--- src/rtl/spi_pkg.sv ---
// Shared SPI definitions used by the slave and the SPI master.
package spi_pkg;
  typedef enum logic {ST_IDLE = 1'b0, ST_RUN = 1'b1} spi_state_e;
  localparam int SPI_WIDTH_DEFAULT = 8;
endpackage

--- src/rtl/spi_slave_param_if.sv ---
// SPI pins plus the fabric-side handshake of the parametrised SPI slave.
interface spi_slave_param_if
  import spi_pkg::*;
#(parameter int WIDTH = SPI_WIDTH_DEFAULT);
  logic             ss;
  logic             mosi;
  logic             miso;
  logic             en;
  logic [WIDTH-1:0] tx_data;
  logic             tx_load;
  logic             tx_ready;
  logic [WIDTH-1:0] rx_data;
  logic             rx_valid;
  logic             rx_ack;
  logic             clr_flags;
  logic             overrun;
  logic             underrun;
  logic             busy;
  logic             irq;

  modport slave (
    input  ss, mosi, en, tx_data, tx_load, rx_ack, clr_flags,
    output miso, tx_ready, rx_data, rx_valid, overrun, underrun, busy, irq
  );

  modport master (
    output ss, mosi, en, tx_data, tx_load, rx_ack, clr_flags,
    input  miso, tx_ready, rx_data, rx_valid, overrun, underrun, busy, irq
  );
endinterface

--- src/rtl/spi_slave_shifter.sv ---
// RX/TX shift register pair with selectable bit order; clear > load > shift.
module spi_slave_shifter #(
  parameter int WIDTH     = 8,
  parameter bit MSB_FIRST = 1'b1
) (
  input  logic             clk,
  input  logic             rst,
  input  logic             clear,
  input  logic             load,
  input  logic             shift,
  input  logic [WIDTH-1:0] load_val,
  input  logic             mosi,
  output logic             tx_bit,
  output logic [WIDTH-1:0] rx_next
);
  logic [WIDTH-1:0] tx_q, tx_d;
  logic [WIDTH-1:0] rx_q, rx_d;

  assign tx_bit  = MSB_FIRST ? tx_q[WIDTH-1] : tx_q[0];
  assign rx_next = MSB_FIRST ? {rx_q[WIDTH-2:0], mosi} : {mosi, rx_q[WIDTH-1:1]};

  // NOTE: every always_comb output gets a default first so no path can infer a latch.
  always_comb begin
    tx_d = tx_q;
    rx_d = rx_q;
    if (clear) begin
      tx_d = '0;
      rx_d = '0;
    end else if (load) begin
      tx_d = load_val;
      rx_d = '0;
    end else if (shift) begin
      tx_d = MSB_FIRST ? (tx_q << 1) : (tx_q >> 1);
      rx_d = rx_next;
    end
  end

  // NOTE: sequential state uses non-blocking assignments only, so all flops update together.
  always_ff @(posedge clk or posedge rst) begin
    if (rst) begin
      tx_q <= '0;
      rx_q <= '0;
    end else begin
      tx_q <= tx_d;
      rx_q <= rx_d;
    end
  end
endmodule

--- src/rtl/spi_slave_param.sv ---
// SPI slave clocked by sck: framing FSM, bit counter, TX hold / RX handshakes and sticky flags.
module spi_slave_param
  import spi_pkg::*;
#(
  parameter int WIDTH     = SPI_WIDTH_DEFAULT,
  parameter bit MSB_FIRST = 1'b1
) (
  input logic                      sck,
  input logic                      rst,
  spi_slave_param_if.slave         bus
);
  localparam int CNT_W = $clog2(WIDTH);
  localparam logic [CNT_W-1:0] CNT_LAST = CNT_W'(WIDTH - 1);

  spi_state_e       state_q, state_d;
  logic [CNT_W-1:0] cnt_q, cnt_d;
  logic [WIDTH-1:0] hold_q, hold_d;
  logic             hold_full_q, hold_full_d;
  logic [WIDTH-1:0] rx_data_q, rx_data_d;
  logic             rx_valid_q, rx_valid_d;
  logic             overrun_q, overrun_d;
  logic             underrun_q, underrun_d;

  logic             sh_clear, sh_load, sh_shift, start_word, tx_bit;
  logic [WIDTH-1:0] sh_load_val, rx_next;

  spi_slave_shifter #(.WIDTH(WIDTH), .MSB_FIRST(MSB_FIRST)) u_shifter (
    .clk      (sck),
    .rst      (rst),
    .clear    (sh_clear),
    .load     (sh_load),
    .shift    (sh_shift),
    .load_val (sh_load_val),
    .mosi     (bus.mosi),
    .tx_bit   (tx_bit),
    .rx_next  (rx_next)
  );

  always_comb begin
    state_d     = state_q;
    cnt_d       = cnt_q;
    hold_d      = hold_q;
    hold_full_d = hold_full_q;
    rx_data_d   = rx_data_q;
    rx_valid_d  = rx_valid_q;
    overrun_d   = overrun_q;
    underrun_d  = underrun_q;
    sh_clear    = 1'b0;
    sh_load     = 1'b0;
    sh_shift    = 1'b0;
    start_word  = 1'b0;
    sh_load_val = hold_full_q ? hold_q : '0;

    if (bus.tx_load && !hold_full_q) begin
      hold_d      = bus.tx_data;
      hold_full_d = 1'b1;
    end
    if (bus.rx_ack)    rx_valid_d = 1'b0;
    if (bus.clr_flags) begin
      overrun_d  = 1'b0;
      underrun_d = 1'b0;
    end

    unique case (state_q)
      ST_IDLE: begin
        if (!bus.ss && bus.en) begin
          state_d    = ST_RUN;
          cnt_d      = '0;
          start_word = 1'b1;
        end
      end
      ST_RUN: begin
        if (bus.ss) begin
          // Abort: partial word is dropped, the holding register is untouched.
          state_d  = ST_IDLE;
          cnt_d    = '0;
          sh_clear = 1'b1;
        end else begin
          sh_shift = 1'b1;
          cnt_d    = cnt_q + CNT_W'(1);
          if (cnt_q == CNT_LAST) begin
            rx_data_d  = rx_next;
            rx_valid_d = 1'b1;
            if (rx_valid_q && !bus.rx_ack) overrun_d = 1'b1;
            cnt_d = '0;
            if (bus.en) start_word = 1'b1;
            else        state_d    = ST_IDLE;
          end
        end
      end
      default: state_d = ST_IDLE;
    endcase

    // Word start (setup edge or burst reload) consumes the hold or flags an underrun.
    if (start_word) begin
      sh_load = 1'b1;
      if (hold_full_q) hold_full_d = 1'b0;
      else             underrun_d  = 1'b1;
    end
  end

  always_ff @(posedge sck or posedge rst) begin
    if (rst) begin
      state_q     <= ST_IDLE;
      cnt_q       <= '0;
      hold_q      <= '0;
      hold_full_q <= 1'b0;
      rx_data_q   <= '0;
      rx_valid_q  <= 1'b0;
      overrun_q   <= 1'b0;
      underrun_q  <= 1'b0;
    end else begin
      state_q     <= state_d;
      cnt_q       <= cnt_d;
      hold_q      <= hold_d;
      hold_full_q <= hold_full_d;
      rx_data_q   <= rx_data_d;
      rx_valid_q  <= rx_valid_d;
      overrun_q   <= overrun_d;
      underrun_q  <= underrun_d;
    end
  end

  assign bus.busy     = (state_q == ST_RUN);
  assign bus.miso     = bus.busy ? tx_bit : 1'b0;
  assign bus.tx_ready = !hold_full_q;
  assign bus.rx_data  = rx_data_q;
  assign bus.rx_valid = rx_valid_q;
  assign bus.overrun  = overrun_q;
  assign bus.underrun = underrun_q;
  assign bus.irq      = rx_valid_q | overrun_q | underrun_q;
endmodule
--- src/flat_wrapper.sv ---
// flat-port wrapper written by rule: the top's interface ports become plain ports
module spi_slave_param_flat import spi_pkg::*;
#(
  parameter int WIDTH     = SPI_WIDTH_DEFAULT,
  parameter bit MSB_FIRST = 1'b1
)
  (sck, rst, bus_ss, bus_mosi, bus_en, bus_tx_data, bus_tx_load, bus_rx_ack, bus_clr_flags, bus_miso, bus_tx_ready, bus_rx_data, bus_rx_valid, bus_overrun, bus_underrun, bus_busy, bus_irq);
  spi_slave_param_if #(.WIDTH(WIDTH)) bus_i ();
  input logic sck;
  input logic rst;
  input wire logic [$bits(bus_i.ss)-1:0] bus_ss;
  input wire logic [$bits(bus_i.mosi)-1:0] bus_mosi;
  input wire logic [$bits(bus_i.en)-1:0] bus_en;
  input wire logic [$bits(bus_i.tx_data)-1:0] bus_tx_data;
  input wire logic [$bits(bus_i.tx_load)-1:0] bus_tx_load;
  input wire logic [$bits(bus_i.rx_ack)-1:0] bus_rx_ack;
  input wire logic [$bits(bus_i.clr_flags)-1:0] bus_clr_flags;
  output wire logic [$bits(bus_i.miso)-1:0] bus_miso;
  output wire logic [$bits(bus_i.tx_ready)-1:0] bus_tx_ready;
  output wire logic [$bits(bus_i.rx_data)-1:0] bus_rx_data;
  output wire logic [$bits(bus_i.rx_valid)-1:0] bus_rx_valid;
  output wire logic [$bits(bus_i.overrun)-1:0] bus_overrun;
  output wire logic [$bits(bus_i.underrun)-1:0] bus_underrun;
  output wire logic [$bits(bus_i.busy)-1:0] bus_busy;
  output wire logic [$bits(bus_i.irq)-1:0] bus_irq;
  assign bus_i.ss = bus_ss;
  assign bus_i.mosi = bus_mosi;
  assign bus_i.en = bus_en;
  assign bus_i.tx_data = bus_tx_data;
  assign bus_i.tx_load = bus_tx_load;
  assign bus_i.rx_ack = bus_rx_ack;
  assign bus_i.clr_flags = bus_clr_flags;
  assign bus_miso = bus_i.miso;
  assign bus_tx_ready = bus_i.tx_ready;
  assign bus_rx_data = bus_i.rx_data;
  assign bus_rx_valid = bus_i.rx_valid;
  assign bus_overrun = bus_i.overrun;
  assign bus_underrun = bus_i.underrun;
  assign bus_busy = bus_i.busy;
  assign bus_irq = bus_i.irq;
  spi_slave_param #(.WIDTH(WIDTH), .MSB_FIRST(MSB_FIRST)) u_core (.sck(sck), .rst(rst), .bus(bus_i));
endmodule
--- config.mk ---
export PLATFORM = sky130hd
export DESIGN_NAME = spi_slave_param_flat
export DESIGN_NICKNAME = d
export VERILOG_FILES = /design/src/rtl/spi_pkg.sv /design/src/rtl/spi_slave_param_if.sv /design/src/rtl/spi_slave_shifter.sv /design/src/rtl/spi_slave_param.sv /design/src/flat_wrapper.sv
export SDC_FILE = /design/constraint.sdc
export NUM_CORES = 1
export LEC_CHECK = 0
export CORE_MARGIN = 1.5
export CORE_UTILIZATION = 45
export DETAILED_ROUTE_END_ITERATION = 10
export PLACE_DENSITY = 0.79
export SLEW_MARGIN = 10
export SYNTH_ARGS = -nofsm -noshare
export SYNTH_HDL_FRONTEND = slang
export SYNTH_SLANG_ARGS = --single-unit
--- constraint.sdc ---
create_clock -name sck -period 2.3 [get_ports sck]
set_clock_uncertainty 0.1 [all_clocks]
set_input_delay 0.46 -clock sck [delete_from_list [all_inputs] [get_ports sck]]
set_output_delay 0.46 -clock sck [all_outputs]
set_load 0.05 [all_outputs]
==> flow_summary.yaml <==
floorplan:
  std_cell_rows: 21
  die_y_um: 63.3
  io_pins: 31
  chipWidth_um: 63.3
  initial_core_util: 0.479
  dieArea_sq_mm: 0.00400
  core-area_sq_mm: 0.00342
synthesis:
  synth_area_leaders: "dfrtp_1, mux2_2, a22o_1"
  synth_seq_area_share: 0.597
  synth_top_area_share: 0.597
  synth_top_area_cell: "dfrtp_1"
  syn_inst: 116
  synth-seq-cells: 39
  syn_nets: 134
  syn_area_sq_mm: 0.00164
  ys.warnings.count: 0
  ys_types: 31
  avgSynthCellArea_sq_um: 14.1
setup_path:
  arrival_ps: 1550
  startpoint_type: "flop"
  crit_path_end_kind: "output pin"
  path_buf_inv: 1
  path_cells: "clkdlybuf4s50_1"
  critical-path-top-delay-family: "buffers and inverters"
  crit_slowest_cell: "clkdlybuf4s50_1"
  crit_fanout: 3
  required_ps: 1740
  path_class: "reg2out"
  max_stage_delay_ps: 810
grt:
  antenna_found_initial: 0
  grt_pass1_wl_mm: 5.14
  track_usage: 0.170
  grt_max_degree: 40
  overflow: 0
  first_global_vias: 1083
timing:
  final_hold_viol_count: 0
  fin_crit_sh: 0.916
  worst_pin_slew_ps: 506
  post-route-min-period_ps: 2110
  grt_setup_unrepaired: "false"
  fmax_mhz: 475
  max_slew_margin: 0.661
  drv_slew: 0
  setup_viol: 0
  tns_ps: 0
route:
  firstDrtPassIters: 4
  via_per_inst: 5.31
  drt_iter0_drc: 28
  ant_nets: 0
  drt-total-wl_mm: 2.94
  detail_route.wl_per_cell_um: 14.9
  drc: 0
  num_vias: 1046
flow_run:
  maxCapViolCount: 0
final_layout:
  drive_above_1_share: 0.232
  fin_cells: 197
  areaGrowthSynthToFinish_pct: 25.7
  antennaDiodeCount: 0
  nNetsFinal: 168
  nFillCells: 291
power_and_ir_drop:
  ir_worst_vdd_mv: 0.453
  power.density_mw_per_mm2: 775
  power.leakage_nw: 0.977
  finalPower_mw: 1.59
status:
  outcome: "finished, final reports clean"
placement:
  dp_hpwl_mm: 2.15
  gp_congestion: 0.728
  placed_cells: 189
  io_buffers: 30
clock_tree:
  path_clk_slew_ps: 120
  cts_buffers: 5
  clockBufferDepth: 2
  cts_tree: "done"
  cts.sink_count: 39
  root_buffer: "clkbuf_4"
  post_cts_buffers: 0
  cts_hold_buf: 0
  cts-htree-levels: 2
  clk_latency_ps: 350
min_path:
  hold_path.class: "in2async"
-- kinds of logic after synthesis --
group / synth area share
buffers and inverters: 0.0490
adder cells (fa/ha/maj): 0.0153
multiplexers: 0.110
AO/OA/AOI/OAI: 0.129
flip-flops: 0.597
AND/OR/NAND/NOR: 0.100
-- worst paths after layout --
kind	from	end	slack [ps]	cells past startpoint
min in group sck	u_core.hold_q[1]$_DFFE_PP0P_	u_core.hold_q[1]$_DFFE_PP0P_	410	1
min reg2reg	u_core.hold_q[1]$_DFFE_PP0P_	u_core.hold_q[1]$_DFFE_PP0P_	410	1
max	u_core.bus.underrun$_DFF_PP0_	bus_underrun	190	1
max reg2reg	u_core.cnt_q[0]$_DFFE_PP0P_	u_core.u_shifter.tx_q[3]$_DFFE_PP0P_	390	5
max in group asynchronous	rst	u_core.cnt_q[0]$_DFFE_PP0P_	1350	3
min	rst	u_core.hold_q[6]$_DFFE_PP0P_	410	3
-- worst register-to-register path, stage by stage, from the launching register on --
cell	delay [ps]
dfrtp_1	420
ha_1	210
ha_1	260
nand2b_4	190
and3_1	300
a221o_1	330
-- per-layer routing --
layer / up-vias / part of all wire / track usage
li1: 487 / - / -
met1: 523 / 0.41 / 0.199
met2: 32 / 0.53 / 0.293
met3: 4 / 0.046 / 0.0589
met4: 0 / 0.0099 / 0.0571
met5: - / 0 / 0
-- synth_stat cells (all sizes together) --
master,count
nand3,2
ha,2
a32o,1
nor2,5
o21ai,1
mux2,16
nand2b,2
a21o,2
a21boi,1
and2,1
nor3b,6
buf,6
a221o,6
nor2b,3
inv,5
or3,1
a22o,10
nand2,3
o22ai,1
and3,1
dfrtp,39
a21oi,1
nor3,1
-- cell type report --
cell class | instances | area [sq um] | area share
clock buffer | 5 | 37.5 | 0.0183
timing repair buffer | 33 | 319 | 0.155
sequential | 39 | 976 | 0.475
clock inverter | 3 | 67.6 | 0.0329
multi-input combinational | 66 | 579 | 0.282
tap | 46 | 57.6 | 0.0280
inverter | 5 | 18.8 | 0.00913
-- placed cells by master, fill, tap and decap left out, types with 2 or more instances in the layout --
cell,netlist,final
dfrtp_1,39,39
clkdlybuf4s50_1,0,26
mux2_2,13,13
a22o_1,9,9
nor3b_1,6,6
a221o_1,6,6
inv_1,5,5
clkbuf_4,0,5
buf_4,0,5
nor2_1,4,4
mux2_1,3,3
nor2b_2,2,2
nand2_1,2,2
nand3_1,2,2
ha_1,2,2
bufinv_16,0,2
-- flip-flops by register name (all words and copies together), names as in the netlist --
signal	count
u_core.bus.rx_data	8
u_core.hold_q	8
u_core.u_shifter.tx_q	8
u_core.u_shifter.rx_q	7
u_core.cnt_q	3
u_core.bus.busy	1
u_core.bus.overrun	1
u_core.bus.rx_valid	1
u_core.bus.underrun	1
u_core.hold_full_q	1
-- report_power, final --
group          total (mW)  switching [mW]  internal, mW  leakage (nW)
Sequential          0.817          0.0528         0.764         0.514
Combinational       0.209          0.0964         0.113         0.411
Clock               0.566           0.228         0.338        0.0514
-- per-stage QoR --
stage	setup slack, ps	hold slack, ps	util	cell area [sq um]
floorplan	511	358	-	1640
global placement	323	373	0.571	1950
detailed placement	286	386	0.571	1950
CTS	41.6	413	0.601	2050
global route	109	417	0.602	2060
finish	194	411	0.602	2060
-- repair_timing --
item | CTS | global route
setup endpoints to repair | 1 | 1
gates resized for setup | 1 | 1
hold endpoints to repair | 0 | 0
No activity file was read; power rests on OpenSTA's default activity.
